### src/rtl/hazard_scoreboard_if.sv
// hazard_scoreboard_if: decode <-> scoreboard handshake bundle.
//   dec_*         : instruction currently held in decode (driven by decode, master)
//   issue         : instruction issues this cycle (driven by scoreboard, slave)
//   stall_decode  : hold decode
//   stall_fetch   : hold fetch (identical to stall_decode)
//   stall_reason  : {rob, raw, waw, wb_struct}
interface hazard_scoreboard_if #(
    parameter int unsigned REGISTER_WIDTH = 5
);
    logic                      dec_valid;
    logic [1:0]                dec_unit;
    logic [REGISTER_WIDTH-1:0] dec_rs1;
    logic [REGISTER_WIDTH-1:0] dec_rs2;
    logic                      dec_rs1_needed;
    logic                      dec_rs2_needed;
    logic [REGISTER_WIDTH-1:0] dec_rd;
    logic                      dec_rd_wr_en;
    logic                      issue;
    logic                      stall_decode;
    logic                      stall_fetch;
    logic [3:0]                stall_reason;

    modport master (
        output dec_valid, dec_unit, dec_rs1, dec_rs2, dec_rs1_needed, dec_rs2_needed,
        output dec_rd, dec_rd_wr_en,
        input  issue, stall_decode, stall_fetch, stall_reason
    );

    modport slave (
        input  dec_valid, dec_unit, dec_rs1, dec_rs2, dec_rs1_needed, dec_rs2_needed,
        input  dec_rd, dec_rd_wr_en,
        output issue, stall_decode, stall_fetch, stall_reason
    );
endinterface

### src/rtl/hazard_scoreboard.sv
// hazard_scoreboard: registered issue scoreboard beside decode.
// Tracks per-register pending bit, producer unit tag and remaining fixed latency, plus a
// writeback-port reservation table, and decides issue/stall for ALU, MUL and MEM ops.
// Ports:
//   clk_i, rst_i        : clock, synchronous active-high reset
//   dec_if (slave)      : decode instruction in, issue/stall/stall_reason out
//   rob_is_full_i       : ROB cannot accept
//   freeze_i            : backend frozen (state holds except MEM writeback clears)
//   flush_i             : clear all scoreboard state, suppress issue
//   mem_wb_valid_i/reg_i: MEM writeback this cycle
//   pending_count_o     : registered popcount of pending registers
module hazard_scoreboard #(
    parameter int unsigned REGISTER_WIDTH = 5,
    parameter int unsigned ALU_LATENCY    = 1,
    parameter int unsigned MUL_LATENCY    = 5,
    parameter int unsigned NUM_WB_PORTS   = 1,
    parameter bit          BYPASS_EN      = 1'b1
) (
    input  logic                      clk_i,
    input  logic                      rst_i,
    hazard_scoreboard_if.slave        dec_if,
    input  logic                      rob_is_full_i,
    input  logic                      freeze_i,
    input  logic                      flush_i,
    input  logic                      mem_wb_valid_i,
    input  logic [REGISTER_WIDTH-1:0] mem_wb_reg_i,
    output logic [REGISTER_WIDTH:0]   pending_count_o
);
    localparam int unsigned NUM_REGS   = 2 ** REGISTER_WIDTH;
    localparam int unsigned CNT_W      = $clog2(MUL_LATENCY + 1);
    localparam int unsigned RESV_DEPTH = MUL_LATENCY + 1;
    localparam int unsigned SLOT_W     = $clog2(RESV_DEPTH);
    localparam int unsigned RESV_W     = $clog2(NUM_WB_PORTS + 1);

    localparam logic [CNT_W-1:0]  CntOne   = CNT_W'(1);
    localparam logic [CNT_W-1:0]  AluLat   = CNT_W'(ALU_LATENCY);
    localparam logic [CNT_W-1:0]  MulLat   = CNT_W'(MUL_LATENCY);
    localparam logic [SLOT_W-1:0] AluSlot  = SLOT_W'(ALU_LATENCY);
    localparam logic [SLOT_W-1:0] MulSlot  = SLOT_W'(MUL_LATENCY);
    // Booking lands one slot lower because the table shifts on the same edge.
    localparam logic [SLOT_W-1:0] AluBook  = SLOT_W'(ALU_LATENCY - 1);
    localparam logic [SLOT_W-1:0] MulBook  = SLOT_W'(MUL_LATENCY - 1);
    localparam logic [RESV_W-1:0] NumPorts = RESV_W'(NUM_WB_PORTS);

    typedef enum logic [1:0] {UnitAlu = 2'd0, UnitMul = 2'd1, UnitMem = 2'd2, UnitNone = 2'd3} unit_e;

    logic [NUM_REGS-1:0]                 pending_q, pending_d;
    unit_e [NUM_REGS-1:0]                tag_q, tag_d;
    logic [NUM_REGS-1:0][CNT_W-1:0]      cnt_q, cnt_d;
    logic [RESV_DEPTH-1:0][RESV_W-1:0]   resv_q, resv_d;
    logic [REGISTER_WIDTH:0]             count_q, count_d;

    logic [NUM_REGS-1:0] src_ready;
    unit_e               unit;
    logic                is_fixed, rd_write, slot_full;
    logic [CNT_W-1:0]    lat;
    logic [SLOT_W-1:0]   book_slot;
    logic                raw, waw, wb_struct, stall, issue;

    // Hazard evaluation
    always_comb begin
        for (int r = 0; r < NUM_REGS; r++) begin
            src_ready[r] = !pending_q[r] ||
                (BYPASS_EN && tag_q[r] != UnitMem && cnt_q[r] == CntOne) ||
                (BYPASS_EN && tag_q[r] == UnitMem && mem_wb_valid_i &&
                 mem_wb_reg_i == REGISTER_WIDTH'(r));
        end
        unit      = unit_e'(dec_if.dec_unit);
        is_fixed  = (unit == UnitAlu) || (unit == UnitMul);
        rd_write  = dec_if.dec_rd_wr_en && (unit != UnitNone) && (dec_if.dec_rd != '0);
        // A MEM op has no fixed latency, so any pending producer of rd is a WAW hazard.
        lat       = (unit == UnitMul) ? MulLat : (unit == UnitAlu) ? AluLat : CntOne;
        book_slot = (unit == UnitMul) ? MulBook : AluBook;
        slot_full = (unit == UnitMul) ? (resv_q[MulSlot] == NumPorts)
                                      : (resv_q[AluSlot] == NumPorts);
        raw       = (dec_if.dec_rs1_needed && !src_ready[dec_if.dec_rs1]) ||
                    (dec_if.dec_rs2_needed && !src_ready[dec_if.dec_rs2]);
        waw       = rd_write && pending_q[dec_if.dec_rd] &&
                    (tag_q[dec_if.dec_rd] == UnitMem || cnt_q[dec_if.dec_rd] >= lat);
        wb_struct = is_fixed && rd_write && slot_full;
        stall     = dec_if.dec_valid && (rob_is_full_i || raw || waw || wb_struct || freeze_i);
        issue     = dec_if.dec_valid && !stall && !flush_i;
    end

    assign dec_if.issue        = issue;
    assign dec_if.stall_decode = stall;
    assign dec_if.stall_fetch  = stall;
    assign dec_if.stall_reason = {rob_is_full_i, raw, waw, wb_struct};
    assign pending_count_o     = count_q;

    // Next state
    always_comb begin
        pending_d = pending_q;
        tag_d     = tag_q;
        cnt_d     = cnt_q;
        resv_d    = resv_q;
        count_d   = '0;
        if (!freeze_i) begin
            for (int r = 0; r < NUM_REGS; r++) begin
                if (pending_q[r] && tag_q[r] != UnitMem) begin
                    if (cnt_q[r] == CntOne) begin
                        pending_d[r] = 1'b0;
                        cnt_d[r]     = '0;
                    end else begin
                        cnt_d[r] = cnt_q[r] - CntOne;
                    end
                end
            end
            for (int k = 0; k < RESV_DEPTH - 1; k++) begin
                resv_d[k] = resv_q[k+1];
            end
            resv_d[RESV_DEPTH-1] = '0;
        end
        // MEM completions still retire while frozen.
        if (mem_wb_valid_i && pending_q[mem_wb_reg_i] && tag_q[mem_wb_reg_i] == UnitMem) begin
            pending_d[mem_wb_reg_i] = 1'b0;
        end
        // Issue is applied last so a new producer wins over a same-edge clear.
        if (issue && rd_write) begin
            pending_d[dec_if.dec_rd] = 1'b1;
            tag_d[dec_if.dec_rd]     = unit;
            if (is_fixed) begin
                cnt_d[dec_if.dec_rd] = lat;
                resv_d[book_slot]    = resv_d[book_slot] + RESV_W'(1);
            end else begin
                cnt_d[dec_if.dec_rd] = '0;
            end
        end
        if (flush_i) begin
            pending_d = '0;
            tag_d     = '{default: UnitAlu};
            cnt_d     = '0;
            resv_d    = '0;
        end
        pending_d[0] = 1'b0;
        for (int r = 0; r < NUM_REGS; r++) begin
            count_d = count_d + (REGISTER_WIDTH + 1)'(pending_d[r]);
        end
    end

    always_ff @(posedge clk_i) begin
        if (rst_i) begin
            pending_q <= '0;
            tag_q     <= '{default: UnitAlu};
            cnt_q     <= '0;
            resv_q    <= '0;
            count_q   <= '0;
        end else begin
            pending_q <= pending_d;
            tag_q     <= tag_d;
            cnt_q     <= cnt_d;
            resv_q    <= resv_d;
            count_q   <= count_d;
        end
    end
endmodule

### src/flat_wrapper.sv
// flat-port wrapper written by rule: the top's interface ports become plain ports
module hazard_scoreboard_flat 
#(
    parameter int unsigned REGISTER_WIDTH = 5,
    parameter int unsigned ALU_LATENCY    = 1,
    parameter int unsigned MUL_LATENCY    = 5,
    parameter int unsigned NUM_WB_PORTS   = 1,
    parameter bit          BYPASS_EN      = 1'b1
)
  (clk_i, rst_i, rob_is_full_i, freeze_i, flush_i, mem_wb_valid_i, mem_wb_reg_i, pending_count_o, dec_if_dec_valid, dec_if_dec_unit, dec_if_dec_rs1, dec_if_dec_rs2, dec_if_dec_rs1_needed, dec_if_dec_rs2_needed, dec_if_dec_rd, dec_if_dec_rd_wr_en, dec_if_issue, dec_if_stall_decode, dec_if_stall_fetch, dec_if_stall_reason);
  hazard_scoreboard_if #(.REGISTER_WIDTH(REGISTER_WIDTH)) dec_if_i ();
  input  logic clk_i;
  input  logic rst_i;
  input  logic rob_is_full_i;
  input  logic freeze_i;
  input  logic flush_i;
  input  logic mem_wb_valid_i;
  input  logic [REGISTER_WIDTH-1:0] mem_wb_reg_i;
  output logic [REGISTER_WIDTH:0] pending_count_o;
  input wire logic [$bits(dec_if_i.dec_valid)-1:0] dec_if_dec_valid;
  input wire logic [$bits(dec_if_i.dec_unit)-1:0] dec_if_dec_unit;
  input wire logic [$bits(dec_if_i.dec_rs1)-1:0] dec_if_dec_rs1;
  input wire logic [$bits(dec_if_i.dec_rs2)-1:0] dec_if_dec_rs2;
  input wire logic [$bits(dec_if_i.dec_rs1_needed)-1:0] dec_if_dec_rs1_needed;
  input wire logic [$bits(dec_if_i.dec_rs2_needed)-1:0] dec_if_dec_rs2_needed;
  input wire logic [$bits(dec_if_i.dec_rd)-1:0] dec_if_dec_rd;
  input wire logic [$bits(dec_if_i.dec_rd_wr_en)-1:0] dec_if_dec_rd_wr_en;
  output wire logic [$bits(dec_if_i.issue)-1:0] dec_if_issue;
  output wire logic [$bits(dec_if_i.stall_decode)-1:0] dec_if_stall_decode;
  output wire logic [$bits(dec_if_i.stall_fetch)-1:0] dec_if_stall_fetch;
  output wire logic [$bits(dec_if_i.stall_reason)-1:0] dec_if_stall_reason;
  assign dec_if_i.dec_valid = dec_if_dec_valid;
  assign dec_if_i.dec_unit = dec_if_dec_unit;
  assign dec_if_i.dec_rs1 = dec_if_dec_rs1;
  assign dec_if_i.dec_rs2 = dec_if_dec_rs2;
  assign dec_if_i.dec_rs1_needed = dec_if_dec_rs1_needed;
  assign dec_if_i.dec_rs2_needed = dec_if_dec_rs2_needed;
  assign dec_if_i.dec_rd = dec_if_dec_rd;
  assign dec_if_i.dec_rd_wr_en = dec_if_dec_rd_wr_en;
  assign dec_if_issue = dec_if_i.issue;
  assign dec_if_stall_decode = dec_if_i.stall_decode;
  assign dec_if_stall_fetch = dec_if_i.stall_fetch;
  assign dec_if_stall_reason = dec_if_i.stall_reason;
  hazard_scoreboard #(.REGISTER_WIDTH(REGISTER_WIDTH), .ALU_LATENCY(ALU_LATENCY), .MUL_LATENCY(MUL_LATENCY), .NUM_WB_PORTS(NUM_WB_PORTS), .BYPASS_EN(BYPASS_EN)) u_core (.clk_i(clk_i), .rst_i(rst_i), .dec_if(dec_if_i), .rob_is_full_i(rob_is_full_i), .freeze_i(freeze_i), .flush_i(flush_i), .mem_wb_valid_i(mem_wb_valid_i), .mem_wb_reg_i(mem_wb_reg_i), .pending_count_o(pending_count_o));
endmodule
### config.mk
export PLATFORM = sky130hd
export DESIGN_NAME = hazard_scoreboard_flat
export DESIGN_NICKNAME = d
export VERILOG_FILES = /design/src/rtl/hazard_scoreboard_if.sv /design/src/rtl/hazard_scoreboard.sv /design/src/flat_wrapper.sv
export SDC_FILE = /design/constraint.sdc
export NUM_CORES = 1
export LEC_CHECK = 0
export CAP_MARGIN = 30
export CELL_PAD_IN_SITES_DETAIL_PLACEMENT = 0
export CELL_PAD_IN_SITES_GLOBAL_PLACEMENT = 1
export CORE_MARGIN = 8
export CORE_UTILIZATION = 52
export DETAILED_ROUTE_END_ITERATION = 12
export PLACE_DENSITY_LB_ADDON = 0.1
export SLEW_MARGIN = 20
export SYNTH_ARGS = -nofsm -noshare
export SYNTH_HDL_FRONTEND = slang
export SYNTH_SLANG_ARGS = --single-unit
export TNS_END_PERCENT = 100
### constraint.sdc
create_clock -name clk_i -period 16.6 [get_ports clk_i]
set_clock_uncertainty 0.1 [all_clocks]
set_input_delay 2.49 -clock clk_i [delete_from_list [all_inputs] [get_ports clk_i]]
set_output_delay 2.49 -clock clk_i [all_outputs]
set_load 0.1 [all_outputs]
* After elaboration in Yosys (flattened, before gate mapping) *
Cells that the tools add are included.

storage, ports and cells
  register bits after elaboration = 204
  input port bits = 32
  output and inout port bits = 13
  logic and storage cells = 707

cells by class
  $add $sub $neg = 63
  magnitude comparators = 9
  equal/unequal tests = 131
  multiplexer cells = 170
  bitwise operators = 5
  reduce and logical (&&, ||, !) cells = 256

operators by type and width
  operator                                                               count
  96-bit two-way mux                                                     3
  3-bit two-way mux                                                      68
  6-bit by 1-bit adder with 6-bit output                                 29
  1-bit logical AND                                                      145
  32-bit two-way mux                                                     4
  96-bit AND                                                             1
  96-bit bitwise mux                                                     1
  3-bit by 1-bit equality test with 1-bit output, second input constant  32
  96-bit NOT                                                             1
  3-bit by 1-bit subtractor with 3-bit output, second input constant     32
  5-bit equality test, second input constant                             16
  1-bit two-way mux                                                      73
  1-bit logical OR                                                       71
  2-bit equality test, second input constant                             34
  2-bit != test, second input constant                                   33
  64-bit bitwise mux                                                     1
  5-bit by 4-bit equality test with 1-bit output, second input constant  8
  1-bit zero test                                                        36
  32-bit AND                                                             1
  32-bit NOT                                                             1
  32-bit bitwise OR                                                      1
  5-bit by 6-bit < comparator with 1-bit output, second input constant   4
  1-bit binary-select mux with 5-bit select                              4
  2-bit binary-select mux with 5-bit select                              2
  other kinds (23)                                                       33

* Logic depth before layout (Yosys ltp) *
  depth in word-level cells = 50
  mapped depth = 34
  mapped depth without buffers = 30

* Least setup slack after synthesis *
No wires, ideal clock.

  kind = input port to output port
  start = in dec_if_dec_rd[0]
  end = out dec_if_issue
  data arrival time = 8.179 ns
  required time = 14.010 ns
  setup slack = 5.831 ns
  stages = 12
  path buffers = 4
  path through = buf_4 buf_2 clkbuf_1 buf_1 mux4_2 a22oi_1 nand4_1 ha_1 o21a_1 o32ai_1 nor2_1 nor4_1

between the ends
  word-level cells in the longest chain between the ends = 12
  elaborated cells between the ends (all ways) = 22
  classes of those cells = 1 x order compare; 1 x eq/ne; 6 x mux; 14 x reduce/logical

ends and longest elaborated chain
  item                                                                                                    line                     RTL
  start: declaration                                                                                      flat_wrapper.sv:26       input wire logic [$bits(dec_if_i.dec_rd)-1:0] dec_if_dec_rd;
  3-bit binary-select mux with 5-bit select or 2-bit binary-select mux with 5-bit select (tied branches)  hazard_scoreboard.sv:79  (tag_q[dec_if.dec_rd] == UnitMem || cnt_q[dec_if.dec_rd] >= lat);
  3-bit two-way mux (implied by the code) or 2-bit two-way mux (tied branches)                            hazard_scoreboard.sv:79
  3-bit greater-or-equal comparator or 2-bit equality test (tied branches)                                hazard_scoreboard.sv:79
  1-bit logical OR                                                                                        hazard_scoreboard.sv:79
  1-bit logical AND (*)                                                                                   hazard_scoreboard.sv:78  waw = rd_write && pending_q[dec_if.dec_rd] &&
  net u_core.waw                                                                                          hazard_scoreboard.sv:58  logic raw, waw, wb_struct, stall, issue;
  1-bit logical OR (*) (3 in series)                                                                      hazard_scoreboard.sv:81  stall = dec_if.dec_valid && (rob_is_full_i || raw || waw || wb_struct || freeze_i);
  1-bit logical AND (*)                                                                                   hazard_scoreboard.sv:81
  1-bit zero test (*)                                                                                     hazard_scoreboard.sv:82  issue = dec_if.dec_valid && !stall && !flush_i;
  1-bit logical AND (*) (2 in series)                                                                     hazard_scoreboard.sv:82
  end: declaration                                                                                        flat_wrapper.sv:28       output wire logic [$bits(dec_if_i.issue)-1:0] dec_if_issue;

The timed path passes the listed nets; every way through them passes the cells marked *. The select of a mux whose other input is x is not followed.

* Worst setup path after layout *
  start = in dec_if_dec_rd[0]
  end = reg u_core.count_q[4] (netlist: u_core.pending_count_o[4])

between the ends
  word-level cells in the longest chain between the ends = 45
  elaborated cells between the ends (all ways) = 61
  classes of those cells = 30 x add/sub; 3 x order compare; 1 x eq/ne; 10 x mux; 1 x bitwise; 16 x reduce/logical

ends and longest elaborated chain
  item                                                                                                    line                      RTL
  3-bit binary-select mux with 5-bit select or 2-bit binary-select mux with 5-bit select (tied branches)  hazard_scoreboard.sv:79
  3-bit two-way mux (implied by the code) or 2-bit two-way mux (tied branches)                            hazard_scoreboard.sv:79
  3-bit greater-or-equal comparator or 2-bit equality test (tied branches)                                hazard_scoreboard.sv:79
  1-bit logical OR                                                                                        hazard_scoreboard.sv:79
  1-bit logical AND                                                                                       hazard_scoreboard.sv:78
  1-bit logical OR (3 in series)                                                                          hazard_scoreboard.sv:81
  1-bit logical AND                                                                                       hazard_scoreboard.sv:81
  1-bit zero test                                                                                         hazard_scoreboard.sv:82
  1-bit logical AND (2 in series)                                                                         hazard_scoreboard.sv:82
  1-bit logical AND                                                                                       hazard_scoreboard.sv:119  if (issue && rd_write) begin
  32-bit two-way mux (*)                                                                                  hazard_scoreboard.sv:119
  32-bit two-way mux (*)                                                                                  hazard_scoreboard.sv:129  if (flush_i) begin
  1-bit by 1-bit adder with 2-bit output                                                                  hazard_scoreboard.sv:137  count_d = count_d + (REGISTER_WIDTH + 1)'(pending_d[r]);
  6-bit by 1-bit adder with 6-bit output (28 in series)                                                   hazard_scoreboard.sv:137
  6-bit by 1-bit adder with 6-bit output (*)                                                              hazard_scoreboard.sv:137
  end signal: assignment                                                                                  hazard_scoreboard.sv:153  count_q <= count_d;
  end: declaration                                                                                        hazard_scoreboard.sv:51   logic [REGISTER_WIDTH:0] count_q, count_d;

Mark *: on every way between the ends. The rest lies on a longest branch, timed or not. The select of a mux whose other input is x is not followed.
A chain may end at the register's enable or synchronous reset.

==> out/results.txt <==
Ys Warns -> 0
core area -> 28700 µm²
register area share after synthesis -> 0.266
# placed instances -> 2203
Metal-1 WL -> 23500 µm
register share of total power -> 0.413
global-route wire length before repair -> 86000 µm
routed wl met2 -> 24500 µm
syn_area_per_cell -> 8.10 µm²
TritonCTS buffer count -> 25
DRC Markers -> 0
Die Wd -> 187 µm
CP max FO -> 47
most common cell after layout, fill and taps aside -> nand2_1
#FFs+latches synth -> 201
H-tree Lvls -> 1
Leak Pwr -> 6.66 nW
Via-to-Cell Ratio -> 6.57
pwr/cell area -> 70.4 nW/µm²
Rel. slew slack -> 0.295
Post-Route Setup TNS -> 0 ps
crit path DAT -> 11670 ps
Syn Inst Count -> 1870
minimum clock period -> 11370 ps
area of the mapped netlist -> 15200 µm²
# rows -> 62
Setup WS post-layout -> 5230 ps
fin. max-slew vios -> 0
Starting Density -> 0.528
Post-Route WL -> 56800 µm
wire per inst -> 25.2 µm
cell mode on critical path -> fa_1
Longest Clk Path Bufs -> 3
peak supply drop -> 98.3 µV
Largest stage delay, worst path -> 710 ps
Worst path slowest cell -> buf_4
setup violators final -> 0
post-CTS setup buffers -> 0
Hold Buf Count CTS -> 0
Tot GR Track Use -> 0.313
Root Driver -> clkbuf_16
fillers -> 2662
Placer Congestion -> 1.02
Final Hold Fails -> 0
Clock power frac -> 0.492
clock slew at reported path FFs -> 70 ps
Gate power share -> 0.095
Syn Nets -> 1997
Vias -> 14800
DIE AREA -> 34900 µm²
status -> finished clean
clk_lat worst skew -> 540 ps
Multi-input gate area -> 10100 µm²
io pins -> 45
HPWL after DPL -> 41900 µm
Switching Fraction -> 0.270
first-pass iteration count of the detailed router -> 6
Layout area overhead -> 9.50%
FF/Latch Area -> 4020 µm²
layout cells sized above 1 -> 0.0772
CP Capture Type -> flop
I/O Buffers -> 44
RSZ-0062 raised after global routing -> no
Internal Power -> 0.000853 W
initial antenna violation count -> 1
largest cells by area after synthesis -> dfxtp_1 27%, mux2i_1 12%, ha_1 5.9%
Post-synth EDFFs -> 0
Max Cap Viol -> 0
largest area contributor in the netlist -> dfxtp_1
commonest non-fill, non-tap cells in the layout -> 224 x nand2_1, 201 x dfxtp_1, 178 x mux2i_1, 120 x inv_1, 114 x nor2_1
Ant. Diodes -> 0
actual slew at the worst max-slew pin -> 1060 ps
met3 WL -> 5850 µm
largest net degree at the start of global routing -> 100
TritonCTS clock tree -> yes
Iter 0 DRT Violations -> 2034
synth unique cells -> 80
Cell Count, Final, Fillers Out -> 2250
Crit Path Category -> in -> reg
Fmax -> 0.0880 GHz
die height -> 187 µm
Psw -> 0.000315 W
worst endpoint required time -> 16900 ps
type of origin of the critical path -> input pin
via count of the first global-routing pass -> 13700
Post-synth top flop -> dfxtp_1
total gr overflow -> 0
CTS sink count -> 201
hold crit path type -> reg -> reg
fin crit share -> 0.685
Post-DRT Antenna Nets -> 0
nets -> 1975
setup slack at placement -> 4870 ps
Synth async-reset ratio -> 0
post_cts resized -> 0
post-synth top area share -> 0.266
DR top layer -> met5
-- critical path: cells and delay by family --
| kind | cells | cell delay (ps) |
|---|---|---|
| simple gates | 4 | 1110 |
| compound gates | 6 | 1490 |
| buf+inv | 8 | 1970 |
| mux | 1 | 600 |
| xor+xnor | 1 | 170 |
| fa+ha+maj | 9 | 3770 |
-- cells in the mapped netlist, drive strengths merged (7+ instances only) --
library cell	n
a211oi	8
inv	121
mux2	12
mux2i	178
nand3	86
buf	55
and2	35
a32oi	8
o311ai	17
nor2	116
a21oi	58
o22ai	15
a41oi	7
o21ai	89
nor3b	23
fa	23
nor4	35
a21o	19
or2	8
a2111oi	8
or3	8
and3	43
dfxtp	201
nor3	49
nand2b	45
nand4	48
o211ai	17
nand2	225
o31ai	10
nor2b	55
mux4	24
a31oi	24
ha	72
clkbuf	64
-- state kept, by name (all words and copies together) (netlist names) --
| signal | flops |
|---|---|
| u_core.cnt_q | 96 |
| u_core.pending_q | 31 |
| u_core.resv_q | 4 |
| u_core.tag_q | 64 |
| u_core.pending_count_o | 6 |
-- power groups by stage --
| stage | Sequential (W) | Combinational (W) | Clock [W] |
|---|---|---|---|
| floorplan | 0.000493 | 0.0000703 | 0 |
| global placement | 0.000493 | 0.000106 | 0 |
| detailed placement | 0.000493 | 0.000106 | 0 |
| CTS | 0.000482 | 0.000107 | 0.000579 |
| global route | 0.000482 | 0.000114 | 0.000598 |
| finish | 0.000482 | 0.000111 | 0.000575 |
-- final timing paths --
kind                                              startpoint                              endpoint  slack, ps  depth (start not counted)
worst max-delay path                        dec_if_dec_rd[0]  u_core.pending_count_o[4]$_SDFF_PP0_       5230                         29
worst min-delay path            u_core.cnt_q[2]$_SDFFE_PP0P_          u_core.cnt_q[2]$_SDFFE_PP0P_        360                          1
worst min register to register  u_core.cnt_q[2]$_SDFFE_PP0P_          u_core.cnt_q[2]$_SDFFE_PP0P_        360                          1
worst max register to register   u_core.cnt_q[68]$_SDFF_PP0_  u_core.pending_count_o[4]$_SDFF_PP0_       8120                         27
-- area by class of cell --
| class | instances | share of cell area |
|---|---|---|
| repair buffers | 70 | 0.0379 |
| clock inverters | 14 | 0.0101 |
| flip-flops and latches | 201 | 0.243 |
| well taps | 384 | 0.0290 |
| clock buffers | 31 | 0.0415 |
| multi-input cells | 1429 | 0.612 |
| inverters | 121 | 0.0274 |
-- metal layers --
layer | GRT usage | vias to the layer above
met2 | 0.482 | 912
li1 | - | 6668
met5 | 0 | -
met1 | 0.413 | 7008
met3 | 0.0701 | 198
met4 | 0.141 | 2
-- stage by stage --
step	cell area, µm²	util	hold WS (ps)	total power (W)
final	16600	0.578	359	0.00117
after global routing	16600	0.578	395	0.00119
after CTS	16600	0.577	360	0.00117
after detailed placement	15700	0.547	343	0.000599
after global placement	15700	0.547	341	0.000599
after floorplan	15200	-	325	0.000564
-- cell families after synthesis --
kind of cell	Yosys count	synth area share
compound gates	312	0.133
xor+xnor	3	0.00173
fa+ha+maj	95	0.0898
buf+inv	240	0.0656
flops	201	0.266
mux	214	0.162
simple gates	805	0.282
Note: power is estimated with default switching activity, not from simulation.
